## src/rtl/music_seq_ctrl.sv

```systemverilog
// music_seq_ctrl: walks a score ROM of {note, dur} entries, drives the tone generator,
// beat tick and LED freeze level. Build macro MUSIC_LOOP_EN makes the score loop forever.
module music_seq_ctrl #(
   parameter int unsigned BEAT_CYCLES = 5000000,
   parameter int unsigned GAP_CYCLES  = 500000,
   parameter int unsigned ADDR_W      = 8,
   parameter int unsigned NOTE_W      = 5,
   parameter int unsigned DUR_W       = 4
) (
   input  logic                    CLK,
   input  logic                    RST_N,
   input  logic                    PLAY,
   input  logic                    PAUSE,
   input  logic                    STOP,
   output logic [ADDR_W-1:0]       rom_addr,
   input  logic [NOTE_W+DUR_W-1:0] rom_data,
   output logic [NOTE_W-1:0]       note,
   output logic                    note_on,
   output logic                    beat_tick,
   output logic                    led_freeze,
   output logic [2:0]              state,
   output logic                    done
);

   localparam int unsigned CNT_W = (BEAT_CYCLES > 1) ? $clog2(BEAT_CYCLES) : 1;
   localparam logic [CNT_W-1:0] CNT_LAST  = CNT_W'(BEAT_CYCLES - 1);
   localparam logic [CNT_W-1:0] GAP_START = CNT_W'(BEAT_CYCLES - GAP_CYCLES);

   typedef enum logic [2:0] {
      S_IDLE   = 3'd0,
      S_FETCH  = 3'd1,
      S_LOAD   = 3'd2,
      S_PLAY   = 3'd3,
      S_PAUSED = 3'd4
   } state_t;

   state_t              state_q, state_d;
   logic [ADDR_W-1:0]   addr_q, addr_d;
   logic [NOTE_W-1:0]   note_q, note_d;
   logic [CNT_W-1:0]    cnt_q, cnt_d;
   logic [DUR_W-1:0]    beats_q, beats_d;
   logic                pend_q, pend_d;
   logic                note_on_q, note_on_d;
   logic                tick_q, tick_d;
   logic                freeze_q, freeze_d;
   logic                done_q, done_d;

   logic [NOTE_W-1:0]   rom_note;
   logic [DUR_W-1:0]    rom_dur;

   assign rom_note = rom_data[NOTE_W+DUR_W-1:DUR_W];
   assign rom_dur  = rom_data[DUR_W-1:0];

   always_comb begin
      state_d = state_q;
      addr_d  = addr_q;
      note_d  = note_q;
      cnt_d   = cnt_q;
      beats_d = beats_q;
      pend_d  = pend_q;
      tick_d  = 1'b0;
      done_d  = 1'b0;

      if (STOP) begin
         state_d = S_IDLE;
         addr_d  = '0;
         note_d  = '0;
         cnt_d   = '0;
         beats_d = '0;
         pend_d  = 1'b0;
      end else begin
         unique case (state_q)
            S_IDLE: begin
               if (PLAY) state_d = S_FETCH;
            end
            S_FETCH: begin
               pend_d  = pend_q | PAUSE;
               state_d = S_LOAD;
            end
            S_LOAD: begin
               pend_d = pend_q | PAUSE;
               if (rom_dur == '0) begin
                  done_d = 1'b1;
                  addr_d = '0;
`ifdef MUSIC_LOOP_EN
                  state_d = S_FETCH;
`else
                  state_d = S_IDLE;
                  pend_d  = 1'b0;
`endif
               end else begin
                  note_d  = rom_note;
                  beats_d = rom_dur;
                  cnt_d   = '0;
                  state_d = S_PLAY;
               end
            end
            S_PLAY: begin
               // A pause requested during FETCH/LOAD is honoured here, before any counting
               if (PAUSE || pend_q) begin
                  state_d = S_PAUSED;
                  pend_d  = 1'b0;
               end else if (cnt_q == CNT_LAST) begin
                  cnt_d   = '0;
                  tick_d  = 1'b1;
                  beats_d = beats_q - DUR_W'(1);
                  if (beats_q == DUR_W'(1)) begin
                     addr_d  = addr_q + ADDR_W'(1);
                     state_d = S_FETCH;
                  end
               end else begin
                  cnt_d = cnt_q + CNT_W'(1);
               end
            end
            S_PAUSED: begin
               if (PLAY) state_d = S_PLAY;
            end
            default: state_d = S_IDLE;
         endcase
      end

      // Tone follows the counter one cycle late, silenced across the tail gap of the last beat
      note_on_d = (state_q == S_PLAY) && (state_d == S_PLAY) && (note_q != '0) &&
                  !((beats_q == DUR_W'(1)) && (cnt_q >= GAP_START));
      freeze_d  = (state_d == S_IDLE) || (state_d == S_PAUSED);
   end

   always_ff @(posedge CLK or negedge RST_N) begin
      if (!RST_N) begin
         state_q   <= S_IDLE;
         addr_q    <= '0;
         note_q    <= '0;
         cnt_q     <= '0;
         beats_q   <= '0;
         pend_q    <= 1'b0;
         note_on_q <= 1'b0;
         tick_q    <= 1'b0;
         freeze_q  <= 1'b1;
         done_q    <= 1'b0;
      end else begin
         state_q   <= state_d;
         addr_q    <= addr_d;
         note_q    <= note_d;
         cnt_q     <= cnt_d;
         beats_q   <= beats_d;
         pend_q    <= pend_d;
         note_on_q <= note_on_d;
         tick_q    <= tick_d;
         freeze_q  <= freeze_d;
         done_q    <= done_d;
      end
   end

   assign rom_addr   = addr_q;
   assign note       = note_q;
   assign note_on    = note_on_q;
   assign beat_tick  = tick_q;
   assign led_freeze = freeze_q;
   assign state      = state_q;
   assign done       = done_q;

endmodule

```

## config.mk

```make
export PLATFORM = sky130hd
export DESIGN_NAME = music_seq_ctrl
export DESIGN_NICKNAME = d
export VERILOG_FILES = /design/src/rtl/music_seq_ctrl.sv
export SDC_FILE = /design/constraint.sdc
export NUM_CORES = 1
export LEC_CHECK = 0
export ABC_AREA = 0
export BUFFER_PORTS_ARGS = -buffer_cell sky130_fd_sc_hd__buf_4
export CAP_MARGIN = 20
export CORE_UTILIZATION = 40
export DETAILED_ROUTE_END_ITERATION = 7
export PLACE_DENSITY_LB_ADDON = 0.08
export RECOVER_POWER = 25
export SETUP_SLACK_MARGIN = 0.3
export SLEW_MARGIN = 5
export SYNTH_ARGS = -nofsm -noshare
export SYNTH_HDL_FRONTEND = slang
export SYNTH_SLANG_ARGS = --single-unit
export TNS_END_PERCENT = 10
```

## constraint.sdc

```tcl
create_clock -name CLK -period 2.75 [get_ports CLK]
set_input_delay 0.1375 -clock CLK [delete_from_list [all_inputs] [get_ports CLK]]
set_output_delay 0.1375 -clock CLK [all_outputs]
set_load 0.01 [all_outputs]
```

-- After elaboration in Yosys (flattened, before gate mapping)
Index checks and enable logic that the tools add are counted.
- flip-flop bits (word level): 48
- latch bits: 0
- memory bits (writable): 0
- memory bits (read-only): 0
- input port bits: 14
- output and inout port bits: 20
- memories: 0
- add/sub/neg operators: 3
- $mul: 0
- div/mod/pow operators: 0
- magnitude comparators: 1
- eq/ne operators: 15
- shift operators: 0
- mux-type cells: 38
- bitwise gates (word level): 1
- reductions and logical operators: 19
- operators by type and width (kind ; number):
    23-bit two-way mux ; 4
    23-bit case mux with 2 select lines ; 1
    8-bit two-way mux ; 5
    23-bit by 1-bit adder with 23-bit output, second input constant ; 1
    23-bit equality test, second input constant ; 1
    23-bit greater-or-equal comparator, second input constant ; 1
    3-bit two-way mux ; 6
    3-bit inequality test, second input constant ; 6
    4-bit two-way mux ; 4
    8-bit case mux with 2 select lines ; 1
    5-bit two-way mux ; 3
    3-bit case mux with 5 select lines ; 1
    1-bit two-way mux ; 10
    3-bit by 2-bit equality test with 1-bit output, second input constant ; 3
    8-bit by 1-bit adder with 8-bit output, second input constant ; 1
    4-bit case mux with 2 select lines ; 1
    3-bit equality test, second input constant ; 2
    3-bit zero test ; 2
    5-bit AND reduction ; 1
    5-bit nonzero test ; 1
    4-bit by 1-bit equality test with 1-bit output, second input constant ; 1
    1-bit logical AND ; 4
    4-bit zero test ; 1
    2-bit AND reduction ; 2
    13 further kinds ; 14

-- Logic depth before layout (Yosys ltp)
- depth in word-level cells: 10
- depth in mapped cells: 7
- depth with buffers taken out: 7

-- Least setup slack after synthesis
OpenSTA, ideal clock, no wires.
- path type: register to register
- start: register state_q[0] (netlist: state[0])
- end: register addr_q[7] (netlist: rom_addr[7])
- data arrival time: 1.946 ns
- data required time: 2.684 ns
- slack: 0.738 ns
- cell stages (with the launch flop): 7
- buffers on the path: 1
- period minus slack after synthesis: 2.012 ns
- cells stage by stage: dfrtp_1 > buf_4 > nor3b_4 > a221oi_2 > or4_1 > or4_1 > nand2_1
- longest elaborated chain between the ends: 3
- elaborated cells between the ends (all ways): 10
- ends and longest elaborated chain (item ; RTL line ; text):
    from (decl) ; 37 ; state_t state_q, state_d;
    from (signal assigned) ; 141 ; state_q <= state_d;
    3-bit by 2-bit equality test with 1-bit output ; 72 ; unique case (state_q)
    3-bit inequality test (no line), or another cell as far along ; - ;
    5-bit AND reduction (no line) / 8-bit two-way mux (equally long branches) ; - ;
    to (signal assigned) ; 142 ; addr_q <= addr_d;
    to (decl) ; 38 ; logic [ADDR_W-1:0] addr_q, addr_d;
Several ways; a longest one is shown, not always the timed one.
A chain may end at the register's enable or synchronous reset.

-- Final worst setup path
- start: register pend_q
- end: register cnt_q[13]
- longest elaborated chain between the ends: 3
- ends and longest elaborated chain (item ; RTL line ; text):
    from (decl) ; 42 ; logic pend_q, pend_d;
    from (signal assigned) ; 146 ; pend_q <= pend_d;
    1-bit logical OR ; 100 ; if (PAUSE || pend_q) begin
    3-bit inequality test (no line) ; - ;
    3-bit AND reduction (no line) ; - ;
    to (signal assigned) ; 144 ; cnt_q <= cnt_d;
    to (decl) ; 40 ; logic [CNT_W-1:0] cnt_q, cnt_d;
Every way passes these cells.

==> impl_metrics.tcl <==
set metrics [dict create \
    vias 2661 \
    p_sw_mw 0.4127 \
    pre_cts_slack_ns 0.4173 \
    wl_met1_mm 3.481 \
    cts.htree.levels 2 \
    die_area_um2 7736 \
    syn-num-nets 345 \
    holdWs_ns 0.06266 \
    post-cts-setup-buffers 0 \
    design_area_um2 3458 \
    ys_types 66 \
    drc 0 \
    wl_met2_mm 3.567 \
    maxCapViolCount 0 \
    num_antenna_cells 0 \
    setup_slack_ns 0.5210 \
    nNetsFinal 382 \
    cp-start-kind "flip-flop" \
    ir_worst_vdd_mv 0.1729 \
    final.setup.tns_ns 0 \
    grt_max_degree 49 \
    hold_viol_final 0 \
    p_comb_frac 0.139 \
    die_height_um 87.96 \
    coreArea_um2 6982 \
    p_leak_nw 1.379 \
    gp_congestion 0.8575 \
    cts.clk_slew.worst_paths_ns 0.10 \
    pwr-share-seq 0.477 \
    min_period_ns 2.229 \
    cts_tree "built" \
    io_buffer_count 33 \
    drv_slew 0 \
    cp.required_ns 2.98 \
    start_util 0.4233 \
    ys_seq_elements 48 \
    ys.flop_type "dfrtp_1" \
    overflow 0 \
    internal_power_mw 1.181 \
    finalClockSkew_ns 0.01397 \
    syn_area_per_cell_um2 9.065 \
    grt_use_total 0.2061 \
    hpwlAfterDp_mm 5.402 \
    firstDrtPassIters 4 \
    num_io_pins 34 \
    switching_share 0.2589 \
    cts_buffers 5 \
    clkPwrFrac 0.383 \
    die_w_um 87.96 \
    clock_sinks 48 \
    drt-total-wl_mm 7.419 \
    syn_area_um2 2955 \
    setup_viol 0 \
    root_buffer "clkbuf_8" \
    placed_area_um2 3308 \
    grt_pass1_vias 2444 \
    hold_class "input port to flip-flop" \
    synth_edf_count 0 \
    via_per_inst 5.785 \
    final.period_utilization 0.8105 \
    wl_per_cell_um 16.13 \
    yosysWarnings 0 \
    area_growth_pct 17.02 \
    drive_above_1_share 0.1978 \
    met3_length_um 257 \
    drtAntennaViolNets 0 \
    p_per_area_nw_per_um2 460.9 \
    cts_buffer_depth 2 \
    max_freq_mhz 448.6 \
    status "complete, no violations" \
    synthArstFlopShare 1.000 \
    crit_type "flip-flop to flip-flop" \
    row_count 30 \
    yosysSeqAreaShare 0.4069 \
    top_layer "met4" \
    netlist_instances 326 \
    grt_antenna_before_repair 0 \
    arrival_ns 2.46 \
    grt_first_pass_wirelength_mm 12.33 \
    grt_setup_unrepaired "false" \
    worst_pin_slew_ns 1.215 \
    clk_latency_ns 0.31 \
    critPathMaxFanout 9 \
    critPathCaptureType "flip-flop" \
    first_iter_violations 116 \
    relSlewSlack 0.1902 \
]
[sequential cells by signal (all words and copies together) (netlist names)]
name,count
beat_tick,1
state,3
beats_q,4
rom_addr,8
done,1
note,5
cnt_q,23
note_on,1
led_freeze,1
pend_q,1
[cells in the mapped netlist, types with 4 or more instances]
| cell | number | area, um^2 |
|---|---|---|
| a21oi_1 | 27 | 135.1 |
| and2_1 | 4 | 25.02 |
| and3_1 | 8 | 50.05 |
| dfrtp_1 | 47 | 1176 |
| ha_1 | 5 | 62.56 |
| inv_1 | 10 | 37.54 |
| nand2_1 | 36 | 135.1 |
| nand2b_1 | 4 | 25.02 |
| nand3_1 | 11 | 55.05 |
| nand4_1 | 5 | 31.28 |
| nand4b_1 | 4 | 35.03 |
| nor2_1 | 31 | 116.4 |
| nor3_1 | 8 | 40.04 |
| nor4_1 | 11 | 68.82 |
| o21ai_0 | 21 | 105.1 |
| o31ai_1 | 11 | 82.58 |
| or3_1 | 4 | 25.02 |
| or4_1 | 8 | 60.06 |
| xnor2_1 | 5 | 43.79 |
[stage by stage]
step / util / cells / total power [mW]
finish: 0.4953 / 460 / 1.594
global route: 0.4953 / 460 / 1.660
CTS: 0.4943 / 460 / 1.607
detailed placement: 0.4738 / 451 / 0.9940
global placement: 0.4738 / 451 / 0.9928
floorplan: - / 326 / 0.9023
[kinds of logic (layout without fill, tap and decap cells)]
kind of cell | count (synthesis) | in the layout | synth area share
compound gates | 83 | 83 | 0.1863
xor+xnor | 5 | 5 | 0.01482
fa+ha+maj | 5 | 5 | 0.02117
buf+inv | 22 | 60 | 0.03810
flops | 48 | 48 | 0.4069
mux | 1 | 1 | 0.003387
simple gates | 162 | 162 | 0.3294
[what timing repair did]
action                                  CTS  global route
endpoints found under the setup margin    0             3
hold endpoints to repair                 47             0
resized for setup                         0             2
hold buffers                              1             0
[per-layer routing]
metal / track usage / vias to the layer above
li1: - / 1301
met1: 0.2781 / 1290
met2: 0.3390 / 60
met3: 0.03110 / 10
met4: 0.06706 / 0
met5: 0 / -
[cell usage in the layout (no fill, tap or decap), types with 3 or more instances in the layout]
cell type	n
a21oi_1	27
and2_1	4
and3_1	8
buf_4	40
clkbuf_8	5
dfrtp_1	46
ha_1	5
inv_1	10
nand2_1	36
nand2b_1	4
nand3_1	11
nand4_1	5
nand4b_1	4
nor2_1	31
nor3_1	8
nor4_1	11
o21ai_0	21
o31ai_1	11
or2_2	3
or3_1	4
or4_1	8
xnor2_1	5
[final cells by class]
type | count | area, um^2
fill | 659 | 3523
multi-input combinational | 256 | 1649
sequential | 48 | 1204
timing repair buffer | 42 | 315.3
tap | 96 | 120.1
clock buffer | 6 | 72.57
clock inverter | 2 | 60.06
inverter | 10 | 37.54
[path summary, 6_finish.rpt]
path,startpoint,endpoint,slack [ns],depth (start not counted)
worst max-delay path,pend_q,cnt_q[13],0.52,5
worst min-delay path,rom_data[5],note[1],0.06,3
worst max register to register,pend_q,cnt_q[13],0.52,5
worst min register to register,rom_addr[7],rom_addr[7],0.54,2
max in group asynchronous,RST_N,state[0],1.32,2
min in group asynchronous,RST_N,note[3],0.60,2
[critical path: stages, from the launching register on]
cell	delay, ns
dfrtp_1	0.44
o21ai_0	0.36
a31oi_4	0.21
or4_4	0.61
or3_1	0.39
a21oi_2	0.15
[power groups by stage]
stage | Clock, mW | Combinational (mW) | Sequential, mW
3_5_place_dp | 0 | 0.221 | 0.773
6_report | 0.611 | 0.222 | 0.761
3_3_place_gp | 0 | 0.220 | 0.773
4_1_cts | 0.625 | 0.223 | 0.759
5_1_grt | 0.646 | 0.248 | 0.765
2_1_floorplan | 0 | 0.134 | 0.769
No activity file was read; power rests on OpenSTA's default activity.
